$ cat config.mk
export PLATFORM = sky130hd
export DESIGN_NAME = reg_file_sb
export DESIGN_NICKNAME = d
export VERILOG_FILES = /design/src/rtl/reg_file_sb.sv
export SDC_FILE = /design/constraint.sdc
export NUM_CORES = 1
export LEC_CHECK = 0
export BUFFER_PORTS_ARGS = -buffer_cell sky130_fd_sc_hd__clkbuf_2
export CORE_MARGIN = 2
export CORE_UTILIZATION = 42
export CTS_CLUSTER_SIZE = 10
export DETAILED_ROUTE_END_ITERATION = 8
export MAX_ROUTING_LAYER = met4
export PLACE_DENSITY = 0.65
export SLEW_MARGIN = 20
export SYNTH_ARGS = -nofsm -noshare
export SYNTH_HDL_FRONTEND = slang
export SYNTH_SLANG_ARGS = --single-unit
$ cat constraint.sdc
create_clock -name clk -period 13.7 [get_ports clk]
set_clock_uncertainty 0.2 [all_clocks]
set_input_delay 2.74 -clock clk [delete_from_list [all_inputs] [get_ports clk]]
set_output_delay 2.74 -clock clk [all_outputs]
set_load 0.005 [all_outputs]
$ cat src/rtl/reg_file_sb.sv
// reg_file_sb: register file with per-register pending scoreboard,
// bypassed combinational reads and a one-register-per-cycle clear sweep.
//
// Ports:
//   clk, rst                        clock, async active-high reset
//   SrcReg1/2 -> SrcData1/2         combinational read ports
//   SrcPending1/2                   outstanding producer on read register
//   WriteReg, DstReg, DstData       synchronous write (clears pending)
//   Reserve, ReserveReg             mark register pending
//   ClearReq -> Busy                start clear sweep / sweep in progress
module reg_file_sb #(
   parameter int  WIDTH    = 16,
   parameter int  DEPTH    = 16,
   parameter int  ZERO_REG = 1,
   parameter int  BYPASS   = 1,
   localparam int AW       = $clog2(DEPTH)
) (
   input  logic             clk,
   input  logic             rst,
   input  logic [AW-1:0]    SrcReg1,
   input  logic [AW-1:0]    SrcReg2,
   output logic [WIDTH-1:0] SrcData1,
   output logic [WIDTH-1:0] SrcData2,
   output logic             SrcPending1,
   output logic             SrcPending2,
   input  logic             WriteReg,
   input  logic [AW-1:0]    DstReg,
   input  logic [WIDTH-1:0] DstData,
   input  logic             Reserve,
   input  logic [AW-1:0]    ReserveReg,
   input  logic             ClearReq,
   output logic             Busy
);

   typedef enum logic {IDLE, CLEAR} state_t;

   state_t           state;
   logic [WIDTH-1:0] mem [DEPTH];
   logic [DEPTH-1:0] pending;
   logic [AW-1:0]    clr_idx;
   logic             busy_q;
   logic             wr_ok;
   logic             rsv_ok;

   assign Busy = busy_q;

   // Register 0 swallows writes and reservations when hardwired.
   assign wr_ok  = WriteReg &&
                   !((ZERO_REG != 0) && (DstReg == '0));
   assign rsv_ok = Reserve &&
                   !((ZERO_REG != 0) && (ReserveReg == '0));

   always_ff @(posedge clk or posedge rst) begin
      if (rst) begin
         for (int i = 0; i < DEPTH; i++) mem[i] <= '0;
         pending <= '0;
         state   <= IDLE;
         clr_idx <= '0;
         busy_q  <= 1'b0;
      end else begin
         unique case (state)
            IDLE: begin
               if (wr_ok) begin
                  mem[DstReg]     <= DstData;
                  pending[DstReg] <= 1'b0;
               end
               // Later assignment wins: a new producer
               // reserving the register keeps it pending.
               if (rsv_ok) pending[ReserveReg] <= 1'b1;
               if (ClearReq) begin
                  state   <= CLEAR;
                  busy_q  <= 1'b1;
                  clr_idx <= '0;
               end
            end
            CLEAR: begin
               mem[clr_idx]     <= '0;
               pending[clr_idx] <= 1'b0;
               if (clr_idx == AW'(DEPTH - 1)) begin
                  state   <= IDLE;
                  busy_q  <= 1'b0;
                  clr_idx <= '0;
               end else begin
                  clr_idx <= clr_idx + AW'(1);
               end
            end
         endcase
      end
   end

   // Returns {pending, data} for one read port.
   function automatic logic [WIDTH:0] rd(input logic [AW-1:0] a);
      logic [WIDTH:0] r;
      r = {pending[a], mem[a]};
      if (rst || busy_q)
         r = '0;
      else if ((ZERO_REG != 0) && (a == '0))
         r = '0;
      else if ((BYPASS != 0) && WriteReg && (DstReg == a))
         r = {1'b0, DstData};
      return r;
   endfunction

   assign {SrcPending1, SrcData1} = rd(SrcReg1);
   assign {SrcPending2, SrcData2} = rd(SrcReg2);

endmodule

# Yosys cells after proc, flatten, opt, wreduce, memory -nomap -nowiden
# Cells that the tools add are included.
[classes] add_sub_neg=1 order_cmp=14 n_eq_ne=6 mux=42 bitwise_logic=12 reduce_logical=17
[op_table] op="$pmux W256 S2" n=1
[op_table] op="$and A256 B256 Y256" n=1
[op_table] op="$bwmux W256" n=1
[op_table] op="$mux W256" n=1
[op_table] op="$not A256 Y256" n=1
[op_table] op="$mux W16" n=9
[op_table] op="$bmux W16 S4" n=2
[op_table] op="$demux W16 S4" n=2
[op_table] op="$mux W17" n=6
[op_table] op="$and A16 B16 Y16" n=2
[op_table] op="$not A16 Y16" n=2
[op_table] op="$pmux W16 S2" n=1
[op_table] op="$lt A4 B5 Y1 const B" n=5
[op_table] op="$ge A5 B5 Y1 const B" n=4
[op_table] op="$not A4 Y5" n=4
[op_table] op="$logic_not A4 Y1" n=4
[op_table] op="$or A16 B16 Y16" n=1
[op_table] op="$demux W1 S4" n=3
[op_table] op="$ge A4 B1 Y1 const B" n=3
[op_table] op="$lt A5 B1 Y1 const B" n=2
[op_table] op="$logic_and A1 B1 Y1" n=9
[op_table] op="$mux W1" n=9
[op_table] op="$bmux W1 S4" n=2
[op_table] op="$eq A4 B4 Y1" n=2
[op_table] op="other kinds (11)" n=15
[word_totals] ff_bits=278 in_bits=37 output_inout_bits=35 word_cells=112

# Longest topological paths before layout
[depth] word_depth=11 ltp_mapped=8 depth_no_buf=5

# Worst setup path after synthesis
# OpenSTA, ideal clock, no wires.
[synth_timing] kind="input-to-output" start="in SrcReg1[3]" end="out SrcData1[13]" arrival_time_ps=4183 required_time_ps=10760 path_slack_ps=6577 stages=7 n_path_buf=3 path_cell_list="buf_2 -> buf_2 -> buf_2 -> mux4_2 -> mux2i_1 -> nand2_1 -> a32o_1"
[synth_via] elab_chain_len=7 elab_cells_between_ends=10 classes_between="1 x eq/ne; 6 x mux; 1 x bitwise; 2 x reduce/logical"
[synth_rtl] item="start, declared" line="20" source="input logic [AW-1:0] SrcReg1,"
[synth_rtl] item="$not A4 Y5 (implied by the code)" line="94" source="r = {pending[a], mem[a]};"
[synth_rtl] item="$bmux W16 S4" line="94"
[synth_rtl] item="$mux W16 (implied by the code) (2 in a row)" line="94"
[synth_rtl] item="$mux W17" line="99" source="else if ((BYPASS != 0) && WriteReg && (DstReg == a))"
[synth_rtl] item="$mux W17 (*)" line="97" source="else if ((ZERO_REG != 0) && (a == '0))"
[synth_rtl] item="$mux W17 (*)" line="95" source="if (rst || busy_q)"
[synth_rtl] item="end, declared" line="22" source="output logic [WIDTH-1:0] SrcData1,"
# Mark *: on every way between the ends. The rest lies on a longest branch, timed or not. The select of a mux whose other input is x is not followed.

# Final worst setup path
[layout_timing] start="in SrcReg2[1]" end="out SrcData2[15]"
[layout_via] elab_chain_len=7 elab_cells_between_ends=10 classes_between="1 x eq/ne; 6 x mux; 1 x bitwise; 2 x reduce/logical"
[layout_rtl] item="start, declared" line="21" source="input logic [AW-1:0] SrcReg2,"
[layout_rtl] item="$not A4 Y5 (implied by the code)" line="94"
[layout_rtl] item="$bmux W16 S4" line="94"
[layout_rtl] item="$mux W16 (implied by the code) (2 in a row)" line="94"
[layout_rtl] item="$mux W17" line="99"
[layout_rtl] item="$mux W17 (*)" line="97"
[layout_rtl] item="$mux W17 (*)" line="95"
[layout_rtl] item="end, declared" line="23" source="output logic [WIDTH-1:0] SrcData2,"
# Marked as above.

==> results by group <==
Clocking
  – Setup Fix Bufs, Post-CTS: 0
  – Clock sink count: 278
  – CTS Hold Bufs: 0
  – CTS tree: yes
  – Skew-Pair Late Insertion Delay: 0.51 ns
  – CTS buffer count: 34
  – Root buffer cell: clkbuf_16
  – Clk pin slew, worst setup/hold paths: 0.06 ns
  – Clock Path Buffers: 3
  – # H-tree levels: 2
  – CTS resizes: 0

Placement
  – HPWL after detailed placement: 28670 µm
  – IO Port Bufs: 71
  – Placer Congestion: between 0.9 and 1
  – Placed Instance Area: between 0.015 and 0.02 mm²

Setup path
  – CP Class: primary input to output pin
  – Buf/Inv on CP: 3
  – Critical path's slowest cell: and4b_1
  – Arr. time, crit path: roughly 5.5 ns
  – Crit path max-delay family: simple AND/OR/NAND/NOR gates
  – Crit. Startpoint: SrcReg2[1]
  – Reg-to-Reg End: mem[159]
  – Crit-path cells: buf_4, buf_4, xor2_1, nor3_1, and4b_1, a22o_1, clkbuf_2
  – Reg2reg path depth: 5
  – R2R setup slack: roughly 10 ns
  – RR Startpoint: state
  – End of the critical path: SrcData2[15]
  – Critical path depth in cells: 7
  – Crit path max fanout: 46
  – Worst Path Required: about 11 ns
  – Worst setup SP type: primary input
  – Crit path capture type: output pin
  – CP max stage delay: between 0.7 and 0.8 ns
  – Top cell by count, worst path: buf_4

Yosys
  – Yosys reg bits: between 200 and 300
  – Post-Syn Area: 0.01563 mm²
  – Dominant synthesized flop cell: dfrtp_1
  – Yosys top cell by area: dfrtp_1
  – Sequential element share of the synthesized area: 44.49%
  – Mapped Avg Cell Area: 12.01 µm²
  – Async set-reset flop share out of synthesis: 100.0%
  – Synth top area share: 44.49%
  – Synth unique cells: 49
  – Synth area leaders: dfrtp_1 (44%), mux4_2 (18%), a22o_1 (8.7%), nand2_1 (5.8%), o21ai_0 (3.2%)
  – Net count of the mapped netlist: approximately 1300
  – Yosys warns: 0
  – Synthesized netlist cell count: 1302
  – Post-synth EDFFs: 0

Timing
  – Post-layout min period: approximately 8.5 ns
  – Worst Hold Slack: 0.3155 ns
  – Max-slew violation count: 0
  – Final setup TNS: 0 ns
  – Final setup viols: 0
  – Rel. slew slack: 24.27%
  – Part of the cycle the worst path needs: 61.81%
  – Final Hold Vio Count: 0
  – Max Freq: 0.1181 GHz
  – RSZ-0062 raised after global routing: false
  – Worst-Margin Slew: about 1.1 ns

Drt
  – Initial DRC Count: about 1200
  – Vias: between 10000 and 15000
  – TritonRoute pass-1 iters: 7
  – Detailed-route wire length per cell: 27.20 µm
  – Vias per Instance: about 6.5
  – Drt drc: 0
  – Final WL: 48090 µm
  – Post-route ant nets: 0

Die
  – Die ar.: 0.03879 mm²
  – Cell Rows: 70
  – Ports: 72
  – Core ar.: 0.03661 mm²
  – Initial core utilization: 42.71%
  – Chip width: 196.9 µm
  – Die height: 196.9 µm

Power
  – Net Sw Power: 0.9004 mW
  – Switching share of total power: between 30% and 40%
  – Leak: 7.621 nW
  – VDD IR max: 0.07993 mV
  – Comb pwr share: 27.0%
  – Final Total Pwr: between 2 and 3 mW
  – Clk network pwr share: 29.4%
  – Internal Pwr Total: 1.827 mW
  – Sequential Power Share: 43.5%
  – Pwr Density: 160.2 mW/mm²

Flow run
  – Max-cap violations: 0

GRT
  – First-pass GRT wire length: 73620 µm
  – Overall Global Routing Usage: 26.07%
  – Via count of the first global-routing pass: 11600
  – Largest net degree at the start of global routing: 181
  – Global route total overflow: 0
  – Antenna violations before repair: 0

Worst hold path
  – Min-Delay Path Class: register to register

Final layout
  – Area delta synth->final: 8.899%
  – Share of post-route cells with drive strength above 1: 22.17%
  – Fillers: 3269
  – Net count, final: 1331
  – Cell area after layout: 0.01703 mm²

Outcome
  – Status: finished clean
==> synthesized netlist by cell type (8+ instances only) <==
library cell,number
dfrtp_1,278
nand2_1,242
a22o_1,155
mux4_2,124
o21ai_0,99
clkbuf_1,61
nor2b_1,47
buf_2,40
mux2i_1,36
a211o_1,30
a32o_1,30
buf_1,19
nor2_1,17
buf_4,12
mux4_1,12
o31ai_1,8
==> how the worst min path moves through the flow <==
stage | cells after the start | startpoint | slack, ns | endpoint
detailed placement | 1 | mem[120] | 0.30 | mem[120]
finish | 1 | mem[78] | 0.32 | mem[78]
floorplan | 1 | pending[0] | 0.27 | pending[0]
global route | 1 | mem[52] | 0.33 | mem[52]
CTS | 1 | mem[78] | 0.32 | mem[78]
global placement | 1 | mem[24] | 0.29 | mem[24]
==> sequential cells by signal, indices dropped and copies added (netlist names) <==
signal,cells
mem,256
clr_idx,4
Busy,1
state,1
pending,16
==> layer usage <==
metal / track usage, % / vias up / wire length (µm)
met5: - / - / 0
met3: 4.141 / 139 / 4234
li1: - / 4882 / -
met4: 10.94 / 0 / 1952
met2: 39.25 / 634 / 22530
met1: 35.44 / 5871 / 19360
==> cells by family after synthesis <==
| kind of cell | after synthesis | synth area share [%] |
|---|---|---|
| compound gates | 344 | 16.99 |
| xor+xnor | 9 | 0.5042 |
| fa+ha+maj | 4 | 0.3201 |
| buf+inv | 150 | 4.978 |
| flops | 278 | 44.49 |
| mux | 174 | 22.50 |
| simple gates | 343 | 10.21 |
==> power by group through the flow <==
stage,registers [mW],logic (mW),clock network (mW)
6_report,1.19,0.737,0.803
5_1_grt,1.21,0.793,0.842
4_1_cts,1.18,0.728,0.814
3_5_place_dp,1.19,0.727,0
3_3_place_gp,1.18,0.711,0
2_1_floorplan,1.14,0.545,0
==> area by class of cell <==
cell class | count | area [µm²] | area share (%)
clock buffers | 43 | 915.9 | 5.379
flip-flops and latches | 278 | 6957 | 40.86
repair buffers | 97 | 598.1 | 3.513
well taps | 468 | 585.6 | 3.439
multi-input cells | 874 | 7928 | 46.56
inverters | 5 | 26.28 | 0.1543
clock inverters | 2 | 13.76 | 0.08083
diodes | 1 | 2.502 | 0.01470
==> worst register-to-register path: cells and delay by family (launching register included) <==
kind / cells / cell delay (ns)
and+or+nand+nor: 2 / 1.60
DFF: 1 / 0.62
AOI/OAI and AO/OA: 2 / 0.41
buffers and inverters: 1 / 0.30
==> per-stage QoR <==
step                      util [%]  setup slack [ns]  std cells
after floorplan                  -             3.095       1302
after global placement       43.89             5.353       1721
after detailed placement     43.89             5.315       1721
after CTS                    46.43             5.307       1766
after global routing         46.50             5.175       1767
final                        46.51             5.233       1768
==> layout by cell type (no fill, tap or decap), drive strengths merged, types with 2 or more instances in the layout <==
master	n
buf	32
and3	2
mux2i	36
and2	3
nand2b	4
nor3b	2
nor3	7
nor2	23
a22o	155
a21oi	10
o31ai	8
a31oi	2
inv	6
dfrtp	278
ha	4
and4b	2
mux4	138
a21boi	5
xor2	7
nand3	3
and3b	2
nand4bb	2
o41ai	3
nor2b	47
a211o	30
xnor2	2
nand2	242
o21ai	99
clkbuf	108
a32o	30
No activity file was read; power rests on OpenSTA's default activity.
